$ cat src/rtl/dcache_refill_arbiter.sv
// dcache_refill_arbiter: shares the L1 DCache data-array refill write port among N_REQ MSHRs,
// granting one MSHR round-robin and locking the port for a full block of BEATS rows.
// Optional build macro DCACHE_REFILL_PERF_EN adds saturating refill/stall counters.
module dcache_refill_arbiter #(
  parameter int N_REQ     = 4,
  parameter int BEATS     = 4,
  parameter int IDX_BITS  = 6,
  parameter int WAY_BITS  = 3,
  parameter int DATA_BITS = 128,
  localparam int ROW_BITS = $clog2(BEATS),
  localparam int OWN_BITS = (N_REQ > 1) ? $clog2(N_REQ) : 1
) (
  input  logic                          clock,
  input  logic                          reset,
  input  logic [N_REQ-1:0]              req_valid,
  input  logic [N_REQ*IDX_BITS-1:0]     req_idx,
  input  logic [N_REQ*WAY_BITS-1:0]     req_way,
  input  logic [N_REQ-1:0]              beat_valid,
  input  logic [N_REQ*DATA_BITS-1:0]    beat_data,
  output logic [N_REQ-1:0]              beat_ready,
  output logic [N_REQ-1:0]              done,
  output logic                          arr_wen,
  input  logic                          arr_ready,
  output logic [IDX_BITS-1:0]           arr_idx,
  output logic [WAY_BITS-1:0]           arr_way,
  output logic [ROW_BITS-1:0]           arr_row,
  output logic [DATA_BITS-1:0]          arr_data,
  output logic                          busy,
  output logic [OWN_BITS-1:0]           owner
`ifdef DCACHE_REFILL_PERF_EN
  ,
  output logic [31:0]                   perf_refills,
  output logic [31:0]                   perf_stalls
`endif
);

  typedef enum logic [1:0] {
    S_IDLE  = 2'd0,
    S_BURST = 2'd1,
    S_DONE  = 2'd2
  } state_t;

  localparam logic [ROW_BITS-1:0] LAST_ROW = ROW_BITS'(BEATS - 1);

  state_t                state_q, state_d;
  logic [OWN_BITS-1:0]   rr_q, rr_d;
  logic [ROW_BITS-1:0]   cnt_q, cnt_d;
  logic [OWN_BITS-1:0]   own_q, own_d;
  logic [IDX_BITS-1:0]   idx_q, idx_d;
  logic [WAY_BITS-1:0]   way_q, way_d;

  logic                  pick_vld;
  logic [OWN_BITS-1:0]   pick;
  logic [OWN_BITS-1:0]   rr_next;
  logic                  fire;

  // Requester number base+ofs modulo N_REQ; both operands are below N_REQ.
  function automatic logic [OWN_BITS-1:0] wrap_idx(input logic [OWN_BITS-1:0] base,
                                                   input int ofs);
    int sum;
    sum = int'(base) + ofs;
    if (sum >= N_REQ) sum = sum - N_REQ;
    return OWN_BITS'(sum);
  endfunction

  // Round-robin search: first pending requester at or after rr_ptr.
  always_comb begin
    pick_vld = 1'b0;
    pick     = '0;
    for (int k = N_REQ - 1; k >= 0; k--) begin
      if (req_valid[wrap_idx(rr_q, k)]) begin
        pick_vld = 1'b1;
        pick     = wrap_idx(rr_q, k);
      end
    end
  end

  // Pointer moves just past the owner whether the block finished or was aborted.
  assign rr_next = wrap_idx(own_q, 1);

  // Next-state and output decode; port outputs stay zero outside BURST/DONE.
  always_comb begin
    state_d    = state_q;
    rr_d       = rr_q;
    cnt_d      = cnt_q;
    own_d      = own_q;
    idx_d      = idx_q;
    way_d      = way_q;
    fire       = 1'b0;
    beat_ready = '0;
    done       = '0;
    arr_wen    = 1'b0;
    arr_idx    = '0;
    arr_way    = '0;
    arr_row    = '0;
    arr_data   = '0;

    case (state_q)
      S_IDLE: begin
        if (pick_vld) begin
          own_d   = pick;
          idx_d   = req_idx[int'(pick)*IDX_BITS +: IDX_BITS];
          way_d   = req_way[int'(pick)*WAY_BITS +: WAY_BITS];
          cnt_d   = '0;
          state_d = S_BURST;
        end
      end

      S_BURST: begin
        arr_idx           = idx_q;
        arr_way           = way_q;
        arr_row           = cnt_q;
        arr_data          = beat_data[int'(own_q)*DATA_BITS +: DATA_BITS];
        // The array drops a write presented while arr_ready is low, so the
        // enable follows the beat alone and only the handshake advances rows.
        arr_wen           = beat_valid[own_q];
        beat_ready[own_q] = arr_ready;
        fire              = beat_valid[own_q] & arr_ready;
        if (!req_valid[own_q]) begin
          // Owner withdrew: release the port, no completion, rows stay written.
          rr_d    = rr_next;
          state_d = S_IDLE;
        end else if (fire) begin
          cnt_d = cnt_q + ROW_BITS'(1);
          if (cnt_q == LAST_ROW) state_d = S_DONE;
        end
      end

      S_DONE: begin
        // req_valid is not looked at here, so the finisher cannot be re-granted.
        done[own_q] = 1'b1;
        rr_d        = rr_next;
        state_d     = S_IDLE;
      end

      default: begin
        state_d = S_IDLE;
      end
    endcase
  end

  // Arbiter state and the registered grant (owner, set index, way, row counter).
  always_ff @(posedge clock or posedge reset) begin
    if (reset) begin
      state_q <= S_IDLE;
      rr_q    <= '0;
      cnt_q   <= '0;
      own_q   <= '0;
      idx_q   <= '0;
      way_q   <= '0;
    end else begin
      state_q <= state_d;
      rr_q    <= rr_d;
      cnt_q   <= cnt_d;
      own_q   <= own_d;
      idx_q   <= idx_d;
      way_q   <= way_d;
    end
  end

  assign busy  = (state_q != S_IDLE);
  assign owner = own_q;

`ifdef DCACHE_REFILL_PERF_EN
  logic stall;
  assign stall = (state_q == S_BURST) && beat_valid[own_q] && !arr_ready;

  // Saturating counters: completed refills and beats held off by the core.
  always_ff @(posedge clock or posedge reset) begin
    if (reset) begin
      perf_refills <= '0;
      perf_stalls  <= '0;
    end else begin
      if ((state_q == S_DONE) && (perf_refills != '1)) perf_refills <= perf_refills + 32'd1;
      if (stall && (perf_stalls != '1))                perf_stalls  <= perf_stalls + 32'd1;
    end
  end
`endif

endmodule

$ cat config.mk
export PLATFORM = sky130hd
export DESIGN_NAME = dcache_refill_arbiter
export DESIGN_NICKNAME = d
export VERILOG_FILES = /design/src/rtl/dcache_refill_arbiter.sv
export SDC_FILE = /design/constraint.sdc
export NUM_CORES = 1
export LEC_CHECK = 0
export CORE_AREA = 10 10 267 269
export CTS_CLUSTER_SIZE = 10
export DETAILED_ROUTE_END_ITERATION = 6
export DIE_AREA = 0 0 277 279
export PLACE_DENSITY_LB_ADDON = 0.2
export SLEW_MARGIN = 20
export SYNTH_ARGS = -nofsm -noshare
export SYNTH_HDL_FRONTEND = slang
export SYNTH_SLANG_ARGS = --single-unit
$ cat constraint.sdc
create_clock -name clock -period 2.9 [get_ports clock]
set_clock_uncertainty 0.2 [all_clocks]
set_input_delay 0.58 -clock clock [delete_from_list [all_inputs] [get_ports clock]]
set_output_delay 0.58 -clock clock [all_outputs]
set_load 0.1 [all_outputs]
==> run metrics, run 1 <==
Max-slew headroom 0.514; placed insts between 1,500 and 2,000; Num CTS Buffers 3; largest net degree at the start of global routing 76; initial antenna violation count 27; cell leakage power 5.61 nW; DRT Pass-1 Iters 4; via count about 7,100; layout cell share with drive strength beyond 1 0.409; post-synthesis sequential area ratio 0.0818; post-synthesis register bit count 17; Cell Area, Synth ~5200 sq um; final wirelength 53.3 mm; die area ~77,000 sq um; Total GRT Usage 0.128; Layout Cells excl Fill ~2,000; crit-path max cell delay around 0.53 ns; area grow syn2layout 195%; Post-Syn Nets 995; peak supply drop around 0.53 mV; Max Cap Viol 0; CTS root buf clkbuf_16; hold_ws approximately 0.28 ns; total power around 20 mW; FMAX between 0.3 and 0.4 GHz; synth unique cells 33; IO Count 710; CTS Buffer Depth 2; CTS tree yes; number of synthesized flops with an enable pin 0; async set-reset flop share out of synthesis 1.00; Worst Path Max Fanout 16; CP Launch Type flop; Post-Syn Area per Cell 12.1 sq um; status completed; Iter 0 DRT Violations between 200 and 300; Die Span Y roughly 280 microns; crit path capture type output pin; first-pass GRT wire length roughly 71 mm; cell at the slowest stage of the critical path mux4_2; final instance area between 15,000 and 20,000 sq um; Worst-Margin Slew roughly 0.73 ns; final setup violation count 0; Top FF cell, synth dfrtp_1; drt drc 0; grt ovf 0; Data required, critical path approximately 2.1 ns; Initial Util 0.0793; Final Max Slew Viols 0; antenna-violating nets left 0; Post-DP Area roughly 15,000 sq um; Critical Path AT slightly above 2 ns; vias in the first global route roughly 7,900; Die X between 200 and 300 microns; post-layout min period ~2.8 ns; Clk pin slew, worst setup/hold paths about 0.060 ns; Final Hold Viols 0; pwr dens approximately 1300 nW/um^2; CTS H-tree depth 1; crit-path cells buf_16 -> buf_16 -> mux4_2 -> and2_2 -> buf_12; Hold Path Class reg2reg; Tcrit/Tclk final 0.983; core area around 66,000 sq um; worst skew pair latency around 0.25 ns; DR WL/cell 26.6 microns; Post-Syn Instances 431; clock sinks 17; CP dominant cell by count buf_16; Rows between 90 and 100; PortBufs between 700 and 800; kind of critical path reg2out; final core utilization 0.234; RD Place Congestion approximately 0.92; post-DP HPWL about 48 mm; YS warnings 0; vias per inst around 3.5; Layout Nets roughly 1,700
-- per-stage QoR --
stage | setup TNS [ns] | worst slack [ns]
4_1_cts | -0.0603 | -0.0251
3_5_place_dp | 0 | 0.0806
2_1_floorplan | 0 | 0.0136
3_3_place_gp | 0 | 0.0714
6_report | 0 | 0.0507
5_1_grt | -0.0227 | -0.00975
-- cell usage after synthesis (2+ instances only) --
master    instances  area, sq um
ha_1              5         62.6
and3_1            4         25.0
nand2_1          14         52.6
o21ai_0           3         15.0
buf_4             2         15.0
dfrtp_1          17          425
nand3_1           6         30.0
a21oi_1           2         10.0
mux4_2          130         2930
nor2_1            4         15.0
inv_1             6         22.5
o22ai_1           2         12.5
mux2i_1          18          180
and2_1          145          907
o221ai_1          9         78.8
buf_2            14         70.1
buf_6            11          124
nor2b_1           3         18.8
clkbuf_1         22         82.6
-- layer usage --
metal  global-route usage  wire length (microns)
met1                0.146                  20400
met2                0.238                  28100
met3               0.0411                   4390
met4              0.00697                    386
met5                    0                     62
-- repair_timing --
item,in CTS,in global routing
gates cloned,0,2
hold buffers,0,0
setup buffers,0,7
endpoints found under the setup margin,14,74
resized for setup,9,7
pin swaps,0,0
-- critical path, delay by kind of cell (launching register included) --
kind	cells	cell delay (ns)
simple gates	1	0.23
buf+inv	3	0.54
mux	1	0.53
flops	1	0.46
-- layout by cell type, fill, tap and decap left out, types with 2 or more instances in the layout --
| master | netlist | final |
|---|---|---|
| a21oi_1 | 2 | 2 |
| and2_1 | 145 | 17 |
| and2_2 | 0 | 123 |
| and2_4 | 0 | 5 |
| and3_1 | 4 | 2 |
| and3_2 | 0 | 2 |
| buf_12 | 1 | 159 |
| buf_16 | 0 | 4 |
| buf_4 | 2 | 18 |
| buf_6 | 11 | 4 |
| clkbuf_16 | 0 | 5 |
| clkdlybuf4s50_1 | 0 | 558 |
| dfrtp_1 | 17 | 15 |
| dfrtp_4 | 0 | 2 |
| diode_2 | 0 | 6 |
| ha_1 | 5 | 5 |
| inv_1 | 6 | 6 |
| mux2i_1 | 18 | 18 |
| mux4_2 | 130 | 130 |
| nand2_1 | 14 | 14 |
| nand3_1 | 6 | 6 |
| nor2_1 | 4 | 4 |
| nor2b_1 | 3 | 2 |
| o21ai_0 | 3 | 3 |
| o221ai_1 | 9 | 9 |
-- flip-flops by register name, indices dropped and copies added (netlist names) --
register and flops:
cnt_q 2, way_q 3, idx_q 6, state_q 2, owner 2, rr_q 2
-- path summary, 6_finish.rpt --
path | from | slack [ns] | to | cells after the start
setup / recovery | owner[0]$_DFFE_PP0P_ | 0.05 | arr_data[41] | 5
hold / removal | idx_q[2]$_DFFE_PP0P_ | 0.28 | idx_q[2]$_DFFE_PP0P_ | 2
setup reg to reg | owner[0]$_DFFE_PP0P_ | 0.64 | rr_q[1]$_DFFE_PP0P_ | 5
hold reg to reg | idx_q[2]$_DFFE_PP0P_ | 0.28 | idx_q[2]$_DFFE_PP0P_ | 2
max in group asynchronous | reset | 1.40 | owner[1]$_DFFE_PP0P_ | 2
min in group asynchronous | reset | 0.56 | idx_q[2]$_DFFE_PP0P_ | 2
-- report_power, final --
| group | total, mW | switching (mW) | internal, mW | leakage, nW |
|---|---|---|---|---|
| sequential | 0.436 | 0.0860 | 0.350 | 0.208 |
| combinational | 19.4 | 11.7 | 7.71 | 5.36 |
| clock | 0.287 | 0.102 | 0.185 | 0.0409 |
-- layout make-up --
| type | count | area, sq um |
|---|---|---|
| clock buffer | 3 | 75.1 |
| fill | 6934 | 50300 |
| inverter | 7 | 26.3 |
| tap | 864 | 1080 |
| clock inverter | 1 | 5.00 |
| multi-input combinational | 357 | 4620 |
| timing repair buffer | 745 | 9110 |
| sequential | 17 | 433 |
| antenna | 6 | 15.0 |
-- cells by family (layout without fill, tap and decap cells) --
kind of cell | after synthesis | after routing | share of synthesized area
and+or+nand+nor | 183 | 183 | 0.212
muxes | 149 | 149 | 0.600
buffers and inverters | 57 | 756 | 0.0649
AOI/OAI and AO/OA | 20 | 20 | 0.0298
DFF | 17 | 17 | 0.0818
adders and majority gates | 5 | 5 | 0.0120
other | 0 | 6 | 0
Power figures use the tool's default switching activity.
==> run 2: changes to the inputs <==
- CTS_BUF_LIST: default -> sky130_fd_sc_hd__clkbuf_8
- PLACE_DENSITY_LB_ADDON: 0.2 -> default
==> run 2 against run 1 <==
- clock-buffer cell count unchanged
- first-iteration DRC count up 21%
- cell count shrank 0.45%
- largest power group unchanged
- highest routed layer unchanged
==> run metrics, run 2 (same netlist as run 1, synthesis figures left out) <==
Final Max Slew Viols 0; worst path bufs/invs 3; post-layout min period around 2.9 ns; area grow syn2layout 192%; PortBufs about 710; initial antenna violation count 24; Final WS setup around 0.043 ns; antenna-violating nets left 0; RSZ-0062 raised after global routing true; vias per inst around 3.6; Top Registers idx_q: 6 flops, way_q: 3 flops; Final Hold Viols 0; crit-path cells buf_12 -> buf_4 -> mux4_2 -> and2_2 -> buf_12; CTS tree yes; final wirelength 52.4 mm; Initial Util 0.0793; layout cell share with drive strength beyond 1 0.404; core area between 60,000 and 70,000 sq um; CP Launch Type flop; CP dominant cell by count buf_12; DR WL/cell roughly 26 microns; RD Place Congestion roughly 0.96; DR WL met2 27.0 mm; Worst-Margin Slew a little under 0.7 ns; Total GRT Usage 0.127; CTS Buffer Depth 2; clock sinks 17; final setup violation count 0; Rows between 90 and 100; Largest Register idx_q; commonest non-fill, non-tap cell in the layout clkdlybuf4s50_1; pwr dens 1300 nW/um^2; Clk pin slew, worst setup/hold paths approximately 0.07 ns; Iter 0 DRT Violations 323; DRT Pass-1 Iters 4; via count between 7,000 and 8,000; Num CTS Buffers 3; WL met1 between 15 and 20 mm; dpl ws -0.0691 ns; CP delay by family, top buffers and inverters; CTS root buf clkbuf_8; most frequent cells in the layout 556 x clkdlybuf4s50_1, 158 x buf_12, 130 x mux4_2; peak supply drop between 0.7 and 0.8 mV; status completed; first-pass GRT wire length between 70 and 80 mm; vias in the first global route between 8,000 and 9,000; die area 77,300 sq um; Die Span Y 279 microns; FMAX approximately 0.35 GHz; cell at the slowest stage of the critical path mux4_2; Layout Nets between 1,500 and 2,000; crit path capture type output pin; kind of critical path reg2out; Max-slew headroom 0.540; Hold Path Class reg2reg; total power approximately 20 mW; Critical Path AT around 2.1 ns; Data required, critical path 2.12 ns; metal3 WL 5.63 mm; grt ovf 0; crit-path max cell delay roughly 0.52 ns; Die X ~280 microns; max layer used met5; max reg flops 6; largest net degree at the start of global routing 78; drt drc 0; Max Cap Viol 0; IO Count 710; Tcrit/Tclk final 0.985; worst skew pair latency around 0.25 ns; CTS H-tree depth 1; Worst Path Max Fanout 13; cell leakage power 5.54 nW; post-DP HPWL 47.7 mm
run 2: changes by cell type in the layout (fill, tap and decap cells not counted), sizes merged:
| cell | before | now |
|---|---|---|
| buf | 185 | 179 |
| clkbuf | 5 | 3 |
| clkdlybuf4s50 | 558 | 556 |
| clkinv | 1 | 0 |
| diode | 6 | 5 |
| dlygate4sd2 | 0 | 2 |
| inv | 7 | 8 |
run 2: cell type report:
class / count / area (sq um)
timing repair buffer: 737 / 8980
clock inverter: 1 / 3.75
fill: 6904 / 50400
sequential: 17 / 433
tap: 864 / 1080
inverter: 7 / 26.3
clock buffer: 3 / 41.3
antenna: 5 / 12.5
multi-input combinational: 357 / 4630
run 2: tightest hold or removal path, cell delays in order, from the launching register on:
cell and delay [ns]:
dfrtp_1 0.34, nand2_1 0.05, o221ai_1 0.06
run 2: repair_timing:
item / in CTS / in global routing
setup endpoints to repair: 18 / 51
pin swaps: 0 / 0
endpoints found under the hold margin: 0 / 0
resized for setup: 3 / 18
buffers inserted: 2 / 0
hold buffers: 0 / 0
gates cloned: 1 / 0
run 2: through the flow:
step / hold WS (ns) / TNS [ns] / cell area [sq um] / utilization / cells
6_report: 0.288 / 0 / 15200 / 0.232 / 1991
3_3_place_gp: 0.270 / -0.0995 / 15100 / 0.230 / 1979
2_1_floorplan: 0.248 / 0 / 5370 / - / 431
5_1_grt: 0.319 / -0.670 / 15200 / 0.232 / 1987
3_5_place_dp: 0.269 / -0.0852 / 15100 / 0.230 / 1979
4_1_cts: 0.288 / -0.157 / 15200 / 0.231 / 1986
run 2: final timing paths:
kind | to | slack (ns) | cells after the start | startpoint
max | arr_data[34] | 0.04 | 5 | owner[0]$_DFFE_PP0P_
max in group asynchronous | owner[0]$_DFFE_PP0P_ | 1.45 | 2 | reset
min reg2reg | way_q[1]$_DFFE_PP0P_ | 0.29 | 2 | way_q[1]$_DFFE_PP0P_
min | way_q[1]$_DFFE_PP0P_ | 0.29 | 2 | way_q[1]$_DFFE_PP0P_
min in group asynchronous | way_q[1]$_DFFE_PP0P_ | 0.54 | 2 | reset
max reg2reg | rr_q[1]$_DFFE_PP0P_ | 0.46 | 5 | owner[0]$_DFFE_PP0P_
run 2: layer usage:
| metal | GRT usage | vias up |
|---|---|---|
| met5 | 0 | - |
| met1 | 0.142 | 3578 |
| met4 | 0.00753 | 8 |
| met3 | 0.0537 | 38 |
| met2 | 0.232 | 498 |
| li1 | - | 3107 |
run 2: report_power, final:
group          switching, mW  internal [mW]  leakage, nW  total [mW]
combinational           11.6           7.60         5.30        19.2
sequential            0.0919          0.350        0.208       0.441
clock                 0.0832         0.0940       0.0269       0.177
==> patch 1, RTL diff (flow settings as in run 2) <==
The parameter `BEATS` goes from 4 to 8.
--- a/src/rtl/dcache_refill_arbiter.sv
+++ b/src/rtl/dcache_refill_arbiter.sv
@@ -4,5 +4,5 @@
 module dcache_refill_arbiter #(
   parameter int N_REQ     = 4,
-  parameter int BEATS     = 4,
+  parameter int BEATS     = 8,
   parameter int IDX_BITS  = 6,
   parameter int WAY_BITS  = 3,
Ports: changed (resized arr_row); port bits go from 710 to 711. The function was not compared with the original's and may differ.
==> patch 1 against run 2 <==
  * Fmax down 0.57%
  * Wire length up 3.7%
  * Setup slack worse by 0.016 ns
  * Power up 3.9%
  * Sequential cell count up 1
  * Design area up 2.1%
  * Utilization up 0.48 points
  * Sequential share of layout area up 0.10 points
  * Non-clock buffer count up 16
  * Critical path depth unchanged
  * Synthesized area down 0.36%
  * Highest routed layer unchanged
==> patch 1: results (changes against run 2) <==
[worst_setup_path]
r2r-end = rr_q[1]
ff2ff_setup_slack_ns = 0.52  ; +0.06 ns
crit_fanout = 12  ; -1
worstRegToRegCells = 6  ; +1
r2r_start = owner[0]
cp.arrival_ns = 2.09

[finish]
fill_cells = 6881  ; -0.33%
final_cells = 2021  ; +1.5%
nNetsFinal = 1707  ; +1.2%
reg_top3 = idx_q (6), cnt_q (3), way_q (3)
drive_above_1_share = 0.408  ; +0.00379
regMostFlops = idx_q

[yosys]
synth_compound_area_frac = 0.0302  ; +0.000349
synthDistinctLibCells = 28  ; -15%
netlist_top_cells_count = 145 x and2_1, 130 x mux4_2, 20 x clkbuf_1
syn_nets = 1001  ; +0.60%
synthAdderAreaFrac = 0.0145  ; +0.00246
synth_mux_area_frac = 0.602  ; +0.00217
synth_area_leaders = mux4_2 56%, and2_1 18%, dfrtp_1 8.7%
synthCells = 436  ; +1.2%
seq_area_frac_synth = 0.0869  ; +0.00512
yosysWarnings = 0  ; unchanged
yosys_most_used_dff = dfrtp_1

[placement]
pre_cts_ws_ns = -0.0945  ; -0.0254 ns
gp_congestion = 0.911  ; -5.3%
port_buffers = 710  ; +0.14%
post-dp-hpwl_um = 49300  ; +3.2%
dpl_cell_area_sq_mm = 0.0153  ; +1.3%

[cts]
htree_levels = 1  ; unchanged
cts_root_buf = clkbuf_8
clk_pin_slew_ns = 0.07  ; about the same
clk_latency_ns = 0.27  ; +0.02 ns

[detailed_routing]
firstDrtPassIters = 4  ; unchanged
drtIter0Drc = 415  ; +28%
finalWirelength_um = 54300  ; +3.7%
vias = 7315  ; +1.2%

[power_and_ir_drop]
ir_worst_vdd_mv = 0.762  ; -3.4%
power.leakage_nw = 5.77  ; +4.2%
swShare = 0.584  ; -0.0102

[min_path]
min_from = way_q[1]
min_to = way_q[1]

[global_routing]
grt_max_degree = 78  ; unchanged
grt_pass1_wl_um = 72200  ; +1.5%
grt_pass1_vias = 8359  ; +1.2%
antenna_found_initial = 48  ; +100%
grtUsageTotal = 0.132  ; +0.00465

[outcome]
outcome = finished clean

[timing]
relSlewSlack = 0.488  ; -0.0520
holdWs_ns = 0.290  ; +0.00219 ns

patch 1: repair_timing:
item,4_1_cts,5_1_grt
gates cloned,3,0
setup endpoints to repair,39,38
buffers inserted,4,3
gates resized for setup,13,4
patch 1: cell families (layout without fill, tap and decap cells):
family                     after synthesis  in the layout
adders and majority gates                6              6
AOI/OAI and AO/OA                       21             21
buffers and inverters                   58            763
other                                    0             16
DFF                                     18             18
and+or+nand+nor                        184            184
muxes                                  149            149
patch 1: worst max-delay path by stage:
| stage | from | endpoint | slack [ns] | depth (start not counted) |
|---|---|---|---|---|
| detailed placement | beat_data[256] | arr_data[0] | -0.09 | 4 |
| CTS | owner[0] | arr_data[48] | -0.01 | 5 |
| global placement | beat_data[256] | arr_data[0] | -0.08 | 4 |
| finish | owner[0] | arr_data[48] | 0.03 | 5 |
| global route | owner[0] | arr_data[37] | -0.04 | 5 |
| floorplan | owner[0] | arr_data[100] | -0.03 | 5 |
patch 1: cell type report:
class	count	area, sq um	share of cell area
diodes	16	40.0	0.00258
clock buffers	3	41.3	0.00266
clock inverters	1	3.75	0.000242
inverters	6	22.5	0.00145
multi-input cells	360	4730	0.305
flip-flops and latches	18	458	0.0295
well taps	864	1080	0.0696
repair buffers	753	9140	0.589
patch 1: layer usage:
metal | track usage | vias to the layer above | routed length, um
met1 | 0.146 | 3529 | 20100
li1 | - | 3158 | -
met2 | 0.221 | 529 | 27000
met4 | 0.0401 | 26 | 721
met5 | 0 | - | 166
met3 | 0.0636 | 73 | 6390
patch 1: metrics by stage:
stage	utilization	power (mW)
finish	0.237	20.6
global route	0.236	21.2
CTS	0.235	20.8
detailed placement	0.233	20.3
global placement	0.233	20.2
floorplan	-	12.9
patch 1: power by group through the flow:
| stage | Sequential [mW] | Clock (mW) | Combinational, mW |
|---|---|---|---|
| after floorplan | 0.516 | 0 | 12.4 |
| after global placement | 0.455 | 0 | 19.8 |
| after detailed placement | 0.462 | 0 | 19.8 |
| after CTS | 0.475 | 0.194 | 20.1 |
| after global routing | 0.487 | 0.203 | 20.6 |
| final | 0.472 | 0.192 | 19.9 |
patch 1: worst max-delay path: stages, from the launching register on:
cell and delay, ns:
dfrtp_4 0.51, buf_16 0.19, buf_16 0.18, mux4_2 0.55, and2_4 0.19, buf_12 0.16
==> patch 2, RTL diff (flow settings as in run 2) <==
Made on the original files. Encoding of `state_t`: now one-hot (3 bits for 3 states).
--- a/src/rtl/dcache_refill_arbiter.sv
+++ b/src/rtl/dcache_refill_arbiter.sv
@@ -35,8 +35,8 @@
 );
 
-  typedef enum logic [1:0] {
-    S_IDLE  = 2'd0,
-    S_BURST = 2'd1,
-    S_DONE  = 2'd2
+  typedef enum logic [2:0] {
+    S_IDLE  = 3'b001,
+    S_BURST = 3'b010,
+    S_DONE  = 3'b100
   } state_t;
 
Behaviour: same outputs for any inputs over 4 cycles, from zero or initial values and one cycle with reset high; so few cycles prove little.
==> patch 2 against run 2 <==
  * Utilization up 0.27 points
  * Register-to-register slack better by 0.04 ns
  * Power shrank 34%
  * Fmax up 0.42%
  * Sequential cell count is 1 higher
  * Setup slack better by 0.012 ns
  * Synthesized area down 1.5%
  * Design area is 1.2% higher
  * Final cell count increased by 0.60%
  * Wire length increased by 10%
  * Via count rose by 1.4%
  * Critical endpoint is now arr_data[27]
==> patch 2: results (changes against run 2) <==
[cts]
clk_pin_slew_ns = 0.08
clk_path_buf_depth = 2  ; unchanged
htree_levels = 1  ; unchanged
cts_root_buf = clkbuf_8
clk_latency_ns = 0.25  ; about the same
cts_buffers = 3  ; unchanged

[global_routing]
grtUsageTotal = 0.140  ; +0.0130
use_met2 = 0.234  ; +0.00202
grt_pass1_wl_um = 75600  ; +6.2%
gr-usage-met1 = 0.157  ; +0.0155
grt_pass1_vias = 8004  ; -3.1%
use_met3 = 0.0748  ; +0.0211
grt_max_degree = 84  ; +7.7%
antenna_found_initial = 36  ; +50%

[timing]
worstMarginPinSlew_ns = 0.718  ; +0.0285 ns

[detailed_routing]
drtIter0Drc = 367  ; +14%
vias_per_cell = 3.66  ; +0.80%
firstDrtPassIters = 5  ; +1
wl_per_cell_um = 28.8  ; +9.5%

[power_and_ir_drop]
power.leakage_nw = 5.57  ; +0.60%
ir_worst_vdd_mv = 0.456  ; -42%

[worst_setup_path]
worstRegToRegCells = 6  ; +1
crit_fanout = 13  ; unchanged
cp.arrival_ns = 2.06  ; -0.02 ns

[finish]
drive_above_1_share = 0.407  ; +0.00350
reg_top3 = idx_q (6), state_q (3), way_q (3)
nNetsFinal = 1697  ; +0.59%
regMostFlops = idx_q

[yosys]
yosys_most_used_dff = dfrtp_1
synth_area_leaders = mux4_2 57%, and2_1 18%, dfrtp_1 8.3%
seq_area_frac_synth = 0.0882  ; +0.00639
yosysWarnings = 0  ; unchanged
synthDistinctLibCells = 30  ; -9.1%
synthArstFlopShare = 1.00  ; unchanged
netlist_top_cells_count = 145 x and2_1, 130 x mux4_2, 32 x clkbuf_1
syn_nets = 998  ; +0.30%

[placement]
dpl_cell_area_sq_mm = 0.0151  ; +0.49%
gp_congestion = 0.964  ; +0.18%
post-dp-hpwl_um = 52300  ; +9.5%
pre_cts_ws_ns = 0.0559  ; +0.125 ns
port_buffers = 709  ; unchanged

[outcome]
outcome = finished clean

[min_path]
min_path_type = reg -> reg
holdPathStages = 2  ; unchanged

-- patch 2: cell families (layout without fill, tap and decap cells) --
group,Yosys count,after routing,share of synthesized area
other,0,7,0
buffers and inverters,58,756,0.0489
adder cells (fa/ha/maj),5,5,0.0122
multiplexers,148,148,0.607
AND/OR/NAND/NOR,185,185,0.215
AO/OA/AOI/OAI,20,20,0.0288
flip-flops,18,18,0.0882
-- patch 2: where the power goes --
part | switching [mW] | leakage [nW] | internal (mW)
Combinational | 6.96 | 5.32 | 5.37
Sequential | 0.103 | 0.221 | 0.374
Clock | 0.0934 | 0.0288 | 0.121
Total | 7.16 | 5.57 | 5.86
-- patch 2: final timing paths --
| path | startpoint | end | slack [ns] |
|---|---|---|---|
| hold reg to reg | idx_q[3] | idx_q[3] | 0.29 |
| setup / recovery | owner[0] | arr_data[27] | 0.06 |
| setup reg to reg | owner[1] | rr_q[0] | 0.50 |
| hold / removal | idx_q[3] | idx_q[3] | 0.29 |
| min in group asynchronous | reset | way_q[2] | 0.54 |
| max in group asynchronous | reset | owner[1] | 1.43 |
-- patch 2: final cells by class --
| type | instances | area [sq um] |
|---|---|---|
| fill | 6880 | 50200 |
| tap | 864 | 1080 |
| multi-input combinational | 358 | 4630 |
| clock buffer | 4 | 55.1 |
| timing repair buffer | 745 | 9120 |
| inverter | 7 | 26.3 |
| sequential | 18 | 459 |
| antenna | 7 | 17.5 |
-- patch 2: repair_timing --
item / 4_1_cts / 5_1_grt
resized for setup: 8 / 10
setup buffers: 3 / 1
hold buffers: 0 / 0
cloned: 2 / 1
endpoints found under the setup margin: 29 / 31
-- patch 2: worst max-delay path, stage by stage, from the launching register on --
cell and delay, ns:
dfrtp_4 0.47, buf_12 0.17, buf_12 0.18, mux4_2 0.56
and2_2 0.24, buf_12 0.16
-- patch 2: layer usage --
layer / wire [um] / vias to the layer above
li1: - / 3124
met1: 21700 / 3604
met2: 27500 / 511
met3: 7220 / 70
met4: 1110 / 22
met5: 141 / -
-- patch 2: metrics by stage --
step           std cells  hold WS [ns]
2_1_floorplan        434         0.248
3_5_place_dp        1985         0.275
3_3_place_gp        1985         0.270
6_report            2003         0.291
5_1_grt             1999         0.299
4_1_cts             1994         0.289
